File: src/rtl/pipeline_hazard_ctrl.sv
// Hazard and stall scheduler for the BEAN-2 five-stage pipeline: shadow E/M/WB
// scoreboard, load-use and redirect sequencing, E-operand forwarding, data-memory wait timeout.
module pipeline_hazard_ctrl #(
    parameter int TIMEOUT = 255,
    parameter int CNT_W   = 8
) (
    input  logic       clk,
    input  logic       reset,
    input  logic [4:0] rs1_D,
    input  logic [4:0] rs2_D,
    input  logic [4:0] rd_D,
    input  logic [1:0] reg_RD_D,
    input  logic       reg_WE_D,
    input  logic       load_D,
    input  logic [1:0] pc_SEL_M,
    input  logic       dmem_req_M,
    input  logic       dmem_ready,
    output logic       stall_F,
    output logic       stall_D,
    output logic       stall_E,
    output logic       stall_M,
    output logic       stall_WB,
    output logic       flush_D,
    output logic       flush_E,
    output logic       flush_M,
    output logic       flush_WB,
    output logic [1:0] fwd_A_SEL,
    output logic [1:0] fwd_B_SEL,
    output logic       mem_timeout
);

    typedef enum logic {ST_IDLE, ST_WAIT} wait_state_t;

    localparam logic [CNT_W-1:0] TIMEOUT_CNT = CNT_W'(TIMEOUT);

    wait_state_t      r_state;
    wait_state_t      w_state_nxt;
    logic [CNT_W-1:0] r_wcnt;
    logic [CNT_W-1:0] w_wcnt_nxt;
    logic             r_mem_timeout;

    logic       r_v_E, r_v_M, r_v_WB;
    logic [4:0] r_rd_E, r_rd_M, r_rd_WB;
    logic       r_ld_E;
    logic [4:0] r_rs1_E, r_rs2_E;

    logic w_miss;
    logic w_abandon;
    logic w_mem_wait;
    logic w_redirect;
    logic w_rs1_hit;
    logic w_rs2_hit;
    logic w_load_use;

    assign w_miss = dmem_req_M && !dmem_ready;

    // NOTE: every signal written here gets a default first, so no path can infer a latch.
    always_comb begin
        w_state_nxt = r_state;
        w_wcnt_nxt  = r_wcnt;
        w_abandon   = 1'b0;
        case (r_state)
            ST_IDLE: begin
                if (w_miss) begin
                    w_state_nxt = ST_WAIT;
                    w_wcnt_nxt  = CNT_W'(1);
                end
            end
            ST_WAIT: begin
                if (!w_miss) begin
                    w_state_nxt = ST_IDLE;
                    w_wcnt_nxt  = '0;
                end else if (r_wcnt == TIMEOUT_CNT) begin
                    // Give up on the access: release the pipeline and flag the error.
                    w_abandon   = 1'b1;
                    w_state_nxt = ST_IDLE;
                    w_wcnt_nxt  = '0;
                end else begin
                    w_wcnt_nxt = r_wcnt + CNT_W'(1);
                end
            end
            default: begin
                w_state_nxt = ST_IDLE;
                w_wcnt_nxt  = '0;
            end
        endcase
    end

    assign w_mem_wait = w_miss && !w_abandon;
    assign w_redirect = (pc_SEL_M != 2'b00) && !w_mem_wait;
    assign w_rs1_hit  = reg_RD_D[0] && (rs1_D == r_rd_E);
    assign w_rs2_hit  = reg_RD_D[1] && (rs2_D == r_rd_E);
    assign w_load_use = r_v_E && r_ld_E && (w_rs1_hit || w_rs2_hit) && !w_mem_wait && !w_redirect;

    // Strobes are forced idle while reset is held, whatever the inputs show.
    always_comb begin
        stall_F  = 1'b0;
        stall_D  = 1'b0;
        stall_E  = 1'b0;
        stall_M  = 1'b0;
        flush_D  = 1'b0;
        flush_E  = 1'b0;
        flush_M  = 1'b0;
        flush_WB = 1'b0;
        if (reset) begin
            if (w_mem_wait) begin
                stall_F  = 1'b1;
                stall_D  = 1'b1;
                stall_E  = 1'b1;
                stall_M  = 1'b1;
                flush_WB = 1'b1;
            end else if (w_redirect) begin
                flush_D = 1'b1;
                flush_E = 1'b1;
                flush_M = 1'b1;
            end else if (w_load_use) begin
                stall_F = 1'b1;
                stall_D = 1'b1;
                flush_E = 1'b1;
            end
        end
    end

    assign stall_WB = 1'b0;

    always_comb begin
        fwd_A_SEL = 2'b00;
        fwd_B_SEL = 2'b00;
        if (reset) begin
            if (r_v_M && (r_rd_M == r_rs1_E))        fwd_A_SEL = 2'b01;
            else if (r_v_WB && (r_rd_WB == r_rs1_E)) fwd_A_SEL = 2'b10;
            if (r_v_M && (r_rd_M == r_rs2_E))        fwd_B_SEL = 2'b01;
            else if (r_v_WB && (r_rd_WB == r_rs2_E)) fwd_B_SEL = 2'b10;
        end
    end

    assign mem_timeout = r_mem_timeout;

    // NOTE: sequential state uses non-blocking assignments so every register samples pre-edge values.
    always_ff @(posedge clk or negedge reset) begin
        if (!reset) begin
            r_state       <= ST_IDLE;
            r_wcnt        <= '0;
            r_mem_timeout <= 1'b0;
        end else begin
            r_state <= w_state_nxt;
            r_wcnt  <= w_wcnt_nxt;
            if (w_abandon) r_mem_timeout <= 1'b1;
        end
    end

    // Shadow of the E/M/WB stage registers, driven by the same strobes.
    always_ff @(posedge clk or negedge reset) begin
        if (!reset) begin
            r_v_E   <= 1'b0;
            r_v_M   <= 1'b0;
            r_v_WB  <= 1'b0;
            r_rd_E  <= '0;
            r_rd_M  <= '0;
            r_rd_WB <= '0;
            r_ld_E  <= 1'b0;
            r_rs1_E <= '0;
            r_rs2_E <= '0;
        end else begin
            if (flush_E) begin
                r_v_E <= 1'b0;
            end else if (!stall_E) begin
                r_v_E   <= reg_WE_D && (rd_D != 5'd0);
                r_rd_E  <= rd_D;
                r_ld_E  <= load_D;
                r_rs1_E <= rs1_D;
                r_rs2_E <= rs2_D;
            end

            if (flush_M) begin
                r_v_M <= 1'b0;
            end else if (!stall_M) begin
                r_v_M  <= r_v_E;
                r_rd_M <= r_rd_E;
            end

            if (flush_WB) begin
                r_v_WB <= 1'b0;
            end else if (!stall_WB) begin
                r_v_WB  <= r_v_M;
                r_rd_WB <= r_rd_M;
            end
        end
    end

endmodule

File: config.mk
export PLATFORM = sky130hd
export DESIGN_NAME = pipeline_hazard_ctrl
export DESIGN_NICKNAME = d
export VERILOG_FILES = /design/src/rtl/pipeline_hazard_ctrl.sv
export SDC_FILE = /design/constraint.sdc
export NUM_CORES = 1
export LEC_CHECK = 0
export ABC_AREA = 1
export CAP_MARGIN = 20
export CORE_UTILIZATION = 40
export DETAILED_ROUTE_END_ITERATION = 7
export PLACE_DENSITY = 0.63
export SYNTH_ARGS = -nofsm -noshare
export SYNTH_HDL_FRONTEND = slang
export SYNTH_SLANG_ARGS = --single-unit
File: constraint.sdc
create_clock -name clk -period 2.13 [get_ports clk]
set_input_delay 0.213 -clock clk [delete_from_list [all_inputs] [get_ports clk]]
set_output_delay 0.213 -clock clk [all_outputs]
set_load 0.01 [all_outputs]
After elaboration in Yosys (flattened, before gate mapping)
Index checks and enable logic that the tools add are counted.
{ "classes": {"add_sub_neg": 1, "eq_ne": 10, "n_mux": 34, "bitwise_logic": 4, "reduce_logical": 23} }
{ "ops": {"columns": ["op", "count"], "rows": [
  ["5-bit equality test", 6],
  ["8-bit two-way mux", 3],
  ["1-bit two-way mux", 23],
  ["8-bit case mux with 2 select lines", 1],
  ["1-bit logical AND", 14],
  ["2-bit two-way mux", 6],
  ["8-bit by 1-bit adder with 8-bit output, second input constant", 1],
  ["8-bit equality test, second input constant", 1],
  ["2-bit inequality test, second input constant", 3],
  ["5-bit nonzero test", 1],
  ["1-bit zero test", 4],
  ["1-bit NOT", 4],
  ["2-bit AND reduction", 2],
  ["1-bit case mux with 2 select lines", 1],
  ["2-bit nonzero test", 1],
  ["1-bit logical OR", 1]
]} }
{ "word_totals": {"regBits": 39, "in_bits": 25, "out_inout_bits": 14, "wordCells": 84} }

Depth between registers and ports, before layout
Gate-level depths: netlist of the first run.
{ "depth": {"word_depth": 16, "depth_mapped": 13, "ltp_nobuf": 12} }

Worst setup path before layout of the first run
OpenSTA, ideal clock, no wires.
{ "synth_path": {"path_kind": "reg-to-output", "start": "reg r_wcnt[0]", "end": "out stall_F", "arrival_time_ns": 1.681, "required_time_ns": 1.917, "setup_slack_ns": 0.236, "stages_incl_launch_ff": 13, "path_buffers": 2, "cell_sequence": "dfrtp_1 ha_1 nand3_2 nor2_2 nand2_2 nor2_2 nand2_2 nand2_1 inv_2 nand2_8 buf_4 o31ai_1 buf_4"} }
{ "synth_between": {"elab_chain_cells": 14, "elab_cells_between_ends": 15, "classes_between": "eq/ne: 1; mux: 7; reduce/logical: 7"} }
{ "synth_rtl": {"columns": ["element", "line_no", "source"], "rows": [
  ["start: declaration", "38", "logic [CNT_W-1:0] r_wcnt;"],
  ["start signal: assignment", "147", "r_wcnt <= w_wcnt_nxt;"],
  ["8-bit equality test (*)", "73", "end else if (r_wcnt == TIMEOUT_CNT) begin"],
  ["1-bit two-way mux (*)", "73", null],
  ["1-bit two-way mux (*)", "70", "if (!w_miss) begin"],
  ["1-bit two-way mux (*)", "62", "case (r_state)"],
  ["1-bit zero test (*)", "89", "assign w_mem_wait = w_miss && !w_abandon;"],
  ["1-bit logical AND (*)", "89", null],
  ["1-bit zero test", "90, 93", null],
  ["1-bit logical AND", "90", "assign w_redirect = (pc_SEL_M != 2'b00) && !w_mem_wait;"],
  ["1-bit zero test", "93", "assign w_load_use = r_v_E && r_ld_E && (w_rs1_hit || w_rs2_hit) && !w_mem_wait && !w_redirect;"],
  ["1-bit logical AND", "93", null],
  ["1-bit two-way mux (2 in a row)", null, null],
  ["1-bit two-way mux (*) (2 in a row)", null, null],
  ["end: declaration", "18", "output logic stall_F,"]
]} }
Every way passes the cells marked *; elsewhere a longest branch is shown, timed or not.

Worst setup path in the final report of the first run
{ "layout_path": {"start": "reg r_rs1_E[4]", "end": "out fwd_A_SEL[0]"} }
{ "layout_between": {"elab_chain_cells": 4} }
{ "layout_rtl": {"columns": ["element", "line_no", "source"], "rows": [
  ["start: declaration", "45", "logic [4:0] r_rs1_E, r_rs2_E;"],
  ["start signal: assignment", "171", "r_rs1_E <= rs1_D;"],
  ["5-bit equality test", "130", "if (r_v_M && (r_rd_M == r_rs1_E)) fwd_A_SEL = 2'b01;"],
  ["1-bit logical AND", "130", null],
  ["2-bit two-way mux", "130", null],
  ["2-bit two-way mux", "129", "if (reset) begin"],
  ["end: declaration", "27", "output logic [1:0] fwd_A_SEL,"]
]} }
Every way passes these cells.

==> run metrics, run 1 <==
DRT Wirelength=just over 5 mm; setup ws final=0.115 ns; Max Cap Viol=0; Final Setup Violations=0; TritonCTS Buffers=5; DP Cell Count=408; Unique masters post-synth=34; routability congestion estimate=0.804; PwrDens=654 mW/mm^2; number of global-route vias before repair=1910; I/O Buffers=37; Non-Filler Instances=422; vias after detailed routing=1981; Synth area leader=dfrtp_1; Placement Cell Area=between 0.002 and 0.003 mm^2; initial core utilization=0.429; nature of the critical path startpoint=flip-flop; first-pass GRT wire length=8.83 mm; Relative slew margins=0.669; Net Count, Synth=327; Clock Latency Late Sink=0.29 ns; Final Cycle Share=0.946; largest family of logic cells by synthesized area=simple AND/OR/NAND/NOR gates; critical path data arrival time=around 1.8 ns; die height=77.1 um; XOR/XNOR share of the synthesized area=0.0465; top_reg_cell synth=dfrtp_1; Area contributors post-synth=dfrtp_1 43%, nand2_1 17%, inv_1 7.0%, nand3_1 5.5%, nor2_1 2.8%; DRT Pass-1 Iters=4; asr flop ratio synth=1.00; I/O pins=39; fmax=496 MHz; adder-cell area share of the yosys netlist=0.00554; H-tree Lvls=2; Post-synth EDFFs=0; Max VDD drop=about 0.29 mV; launch point of the worst reg-to-reg path=r_wcnt[1]$_DFFE_PN0P_; die area=0.00595 mm^2; Synth warnings=0; simple-gate share of the synthesized area=0.314; gr ovfl total=0; clk sinks=39; Syn Std Cell Area=0.00226 mm^2; dpl ws=-0.196 ns; largest net degree at the start of global routing=31; clk buf depth=2; row cnt=26; critical path fanouts, max=3; CP cell instances=xor2_1 > nor4_2 > buf_4 > and2_1 > dlygate4sd2_1; final instance area=0.00284 mm^2; Fin. Hold Viols=0; CTS tree=done; overall power=between 1.5 and 2 mW; clk slew on worst S/H paths=~0.08 ns; critical path type=flip-flop to output port; ANT cells=0; hold path startpoint=load_D; mux share of post-synthesis cell area=0; status=complete, no violations; Synth top area share=0.432; Slew Viols, Final=0; crit path launch=r_rs1_E[4]$_DFFE_PN0P_; layout cells sized above 1=0.136; Residual DRC=0; crit path buf inv count=2; sequential fraction of the synthesis area=0.432; Top delay family on crit path=simple AND/OR/NAND/NOR gates; unrepaired setup endpoints after global routing=false; Leakage=1.51 nW; Synth Area in Compound Gates=0.0920; dpl hpwl=approximately 3.8 mm; Hold Path Class=primary input to flip-flop; initial antenna violation count=0; initial DRC count=128; max incr delay on CP=0.43 ns; Final Skew=0.0105 ns; CTS Root Cell=clkbuf_8; Setup TNS=0 ns; drt wl/cell=12.0 um; Die X=77.1 um; #FFs+latches synth=39; Vias/cell=4.69; gr usage total=0.189; area added between synthesis and finish=25.5%; CORE AREA=0.00527 mm^2; CP Capture Type=output port; Final #Nets=377; Syn Area/Cell=7.50 um^2; DRT antenna net count=0; cell count after synthesis=301; Worst Tran Pin Value=0.492 ns; CP required=1.92 ns; Critical-path top delay cell=dfrtp_1; fin crit period=2.02 ns
-- placed cells by master (no fill, tap or decap), types with 3 or more instances in the layout --
cell type        instances
o211ai_1                 4
clkbuf_8                 6
dfrtp_1                 39
nor2_1                  17
o21ai_1                  5
a21oi_1                  3
o21ai_0                  9
nand2_1                 99
clkdlybuf4s50_1         24
o22ai_1                  7
buf_4                   14
clkbuf_2                 8
xor2_1                   7
nand2_2                  4
inv_1                   42
nand3_1                 25
xnor2_1                  5
-- cells by family (layout without fill, tap and decap cells) --
family | after synthesis | in the layout
XOR/XNOR | 12 | 12
AND/OR/NAND/NOR | 161 | 161
AO/OA/AOI/OAI | 33 | 33
adder cells (fa/ha/maj) | 1 | 1
buffers and inverters | 54 | 105
flip-flops | 39 | 39
other | 1 | 1
-- worst min-delay path, delay by kind of cell --
kind | cells | cell delay (ns)
buffers and inverters | 1 | 0.39
and+or+nand+nor | 2 | 0.13
-- through the flow --
step,hold slack [ns],utilization
3_3_place_gp,0.249,0.514
2_1_floorplan,-0.0826,-
4_1_cts,0.466,0.542
3_5_place_dp,0.264,0.514
6_report,0.472,0.538
5_1_grt,0.504,0.538
-- Yosys cell counts, types with 2 or more instances --
cell	number
nand4_1	2
a21oi_1	3
inv_1	42
inv_2	2
nand2_1	100
nor2_2	2
nor2_1	17
buf_6	2
nand3_1	25
xnor2_1	5
buf_4	7
dfrtp_1	39
xor2_1	7
nand2_4	2
o21ai_1	5
nor4_1	2
nand2_2	3
nor3_1	3
o22ai_1	7
o211ai_1	4
o21ai_0	9
-- registers in the layout (all words and copies together), names as in the netlist --
name and count:
r_v_M 1, r_rd_M 5, r_state 1, r_v_E 1
r_rd_E 5, mem_timeout 1, r_v_WB 1, r_wcnt 8
r_rs1_E 5, r_ld_E 1, r_rd_WB 5, r_rs2_E 5
-- repair_timing --
action                                  4_1_cts  5_1_grt
resized for setup                            19       15
endpoints found under the hold margin        39        0
pin swaps                                     4        2
buffers inserted                              5        0
endpoints found under the setup margin       11       32
hold buffers                                  1        0
-- where the power goes --
part	internal, mW	leakage (nW)	switching (mW)
Combinational	0.197	0.972	0.236
Clock	0.265	0.0484	0.256
Sequential	0.820	0.490	0.0797
-- routing by layer --
metal / wire [um] / track usage / vias up / share of wire
li1: - / - / 1045 / -
met1: 2370 / 0.249 / 876 / 0.47
met2: 2400 / 0.301 / 52 / 0.47
met3: 214 / 0.0405 / 8 / 0.042
met4: 86 / 0.0774 / 0 / 0.017
met5: 0 / 0 / - / 0
-- worst paths after layout --
| check | end | slack, ns | cells after the start |
|---|---|---|---|
| max in group asynchronous | r_rs2_E[0]$_DFFE_PN0P_ | 1.33 | 3 |
| min in group asynchronous | r_v_WB$_DFF_PN0_ | 0.51 | 3 |
| worst min register to register | r_v_WB$_DFF_PN0_ | 0.47 | 2 |
| worst max register to register | r_rs1_E[0]$_DFFE_PN0P_ | 0.24 | 13 |
| worst max-delay path | fwd_A_SEL[0] | 0.11 | 5 |
| worst min-delay path | r_ld_E$_DFFE_PN0P_ | 0.47 | 3 |
-- layout make-up --
| cell class | count | area [um^2] |
|---|---|---|
| inverters | 44 | 165 |
| well taps | 70 | 87.6 |
| multi-input cells | 208 | 1050 |
| fillers | 550 | 2430 |
| flip-flops and latches | 39 | 976 |
| clock inverters | 1 | 8.76 |
| repair buffers | 53 | 458 |
| clock buffers | 7 | 86.3 |
Note: power is estimated with default switching activity, not from simulation.
==> run 2, diff against run 1 <==
- ABC_CLOCK_PERIOD_IN_PS: not set -> 2130
==> results of run 2 <==
The final DEF is identical to that of run 1; final timing and power are the same.
==> run 3, diff against run 2 <==
- ABC_CLOCK_PERIOD_IN_PS: 2130 -> 1800
- PLACE_DENSITY: 0.63 -> 0.66
- clock period: 2.13 -> 1.8 ns (I/O delays scaled with it)
==> run 3 against run 2 <==
The flow now finishes with violations (negative setup slack); sequential share of layout area shrank 5.4 points; register-to-register slack lost 0.36 ns; total power grew 28%; global-route usage rose by 2.4 points; critical endpoint is now flush_WB.
==> run metrics, run 3 (synthesis gave the netlist of run 1 again) <==
DRT Wirelength=6.15 mm; Residual DRC=0; Hold Path Class=primary input to async pin; Non-Filler Instances=459; Leakage=1.74 nW; DP Cell Count=434; Internal Power=between 1.5 and 2 mW; Final #Nets=414; drt wl/cell=13.4 um; commonest non-fill, non-tap cells in the layout=76 x nand2_1, 41 x buf_4, 38 x dfrtp_1; max reg flops=8; Fin. Hold Viols=0; H-tree Lvls=2; CTS Root Cell=clkbuf_8; unrepaired setup endpoints after global routing=true; Worst Tran Pin Value=0.778 ns; clk slew on worst S/H paths=0.08 ns; initial core utilization=0.429; switching pwr=0.779 mW; Max Cap Viol=0; combinational share of power=0.299; Final Skew=0.00599 ns; CORE AREA=0.00527 mm^2; critical path fanouts, max=5; TritonCTS Buffers=5; Final Cycle Share=1.08; Fillers=approximately 470; initial DRC count=95; most common cell after layout, fill and taps aside=nand2_1; Vias/cell=~4.9; critical path type=flip-flop to output port; fin util=0.639; routability congestion estimate=0.855; Die X=77.1 um; CP required=1.62 ns; gr ovfl total=0; dpl hpwl=approximately 4.0 mm; Max VDD drop=0.614 mV; initial antenna violation count=0; nature of the critical path startpoint=flip-flop; CP Capture Type=output port; die height=around 77 um; layout cells sized above 1=0.319; row cnt=26; I/O pins=39; Relative slew margins=0.480; largest net degree at the start of global routing=20; Final Setup Violations=31; clk sinks=39; clock power share=0.248; gr usage total=0.213; Clock Latency Late Sink=0.30 ns; sequential share of power=0.453; PwrDens=702 mW/mm^2; vias after detailed routing=around 2200; CTS tree=done; fmax=about 500 MHz; first-pass GRT wire length=between 9 and 10 mm; die area=0.00595 mm^2; area added between synthesis and finish=49.1%; fin crit period=1.95 ns; number of global-route vias before repair=2158; status=complete, but fails checks; DRT Pass-1 Iters=4; clk buf depth=2; Slew Viols, Final=0; I/O Buffers=37; DRT antenna net count=0; ANT cells=0; critical path data arrival time=1.77 ns; storage element area=977 um^2; Sw Ratio=0.330; overall power=2.36 mW; setup ws final=-0.147 ns; failing checks=negative setup slack; largest reg by FF count=r_wcnt; area of the multi-input gates=0.00127 mm^2
==> run 3: final cells by class <==
type | instances | share of cell area
clock buffers | 7 | 0.0227
clock inverters | 1 | 0.00149
well taps | 70 | 0.0260
inverters | 44 | 0.0498
multi-input cells | 210 | 0.377
repair buffers | 88 | 0.233
flip-flops and latches | 39 | 0.290
==> run 3: what timing repair did <==
action,CTS,global route
endpoints found under the hold margin,26,0
hold buffers,2,0
resized for setup,73,45
buffers inserted,12,5
pin swaps,9,16
endpoints found under the setup margin,34,42
gates cloned,2,1
==> run 3: metal layers <==
| metal | track usage | wire length, um | up-vias |
|---|---|---|---|
| met5 | 0 | 0 | - |
| met4 | 0.0774 | 167 | 0 |
| met3 | 0.0357 | 280 | 12 |
| met2 | 0.366 | 3110 | 60 |
| met1 | 0.267 | 2590 | 1044 |
| li1 | - | - | 1129 |
==> run 3: critical path: stages, from the launching register on <==
cell	delay [ns]
dfrtp_1	0.39
ha_4	0.17
nand3_4	0.07
nor2_4	0.10
nand2_2	0.08
nor2_2	0.10
nand2_2	0.11
nand2_4	0.11
inv_4	0.05
nand2_8	0.07
inv_2	0.07
buf_2	0.14
==> run 3: path summary, 6_finish.rpt <==
check                                        start                 endpoint  slack [ns]  cells after the start
max                          r_wcnt[0]$_DFFE_PN0P_                 flush_WB       -0.15                     11
min                                          reset    r_wcnt[7]$_DFFE_PN0P_        0.06                      3
max reg2reg                  r_wcnt[0]$_DFFE_PN0P_   r_rs1_E[0]$_DFFE_PN0P_       -0.12                     15
min reg2reg                mem_timeout$_DFFE_PN0P_  mem_timeout$_DFFE_PN0P_        0.49                      1
max in group asynchronous                    reset    r_rd_M[1]$_DFFE_PN0P_        0.62                      3
min in group clk                            load_D       r_ld_E$_DFFE_PN0P_        0.43                      3
==> run 3: per-stage QoR <==
stage	cell area, um^2	hold slack, ns	worst slack (ns)	setup TNS (ns)
final	3370	0.0617	-0.147	-3.16
after global routing	3370	0.0686	-0.256	-6.99
after CTS	3230	0.0592	-0.187	-4.68
after detailed placement	2910	0.202	-0.405	-5.55
after global placement	2910	0.202	-0.393	-5.27
after floorplan	2270	-0.116	0.00863	0
==> run 3: power groups by stage <==
stage	clock, mW	combinational, mW	sequential [mW]
after floorplan	0	0.316	1.06
after global placement	0	0.558	1.07
after detailed placement	0	0.567	1.07
after CTS	0.580	0.639	1.06
after global routing	0.634	0.789	1.08
final	0.586	0.708	1.07
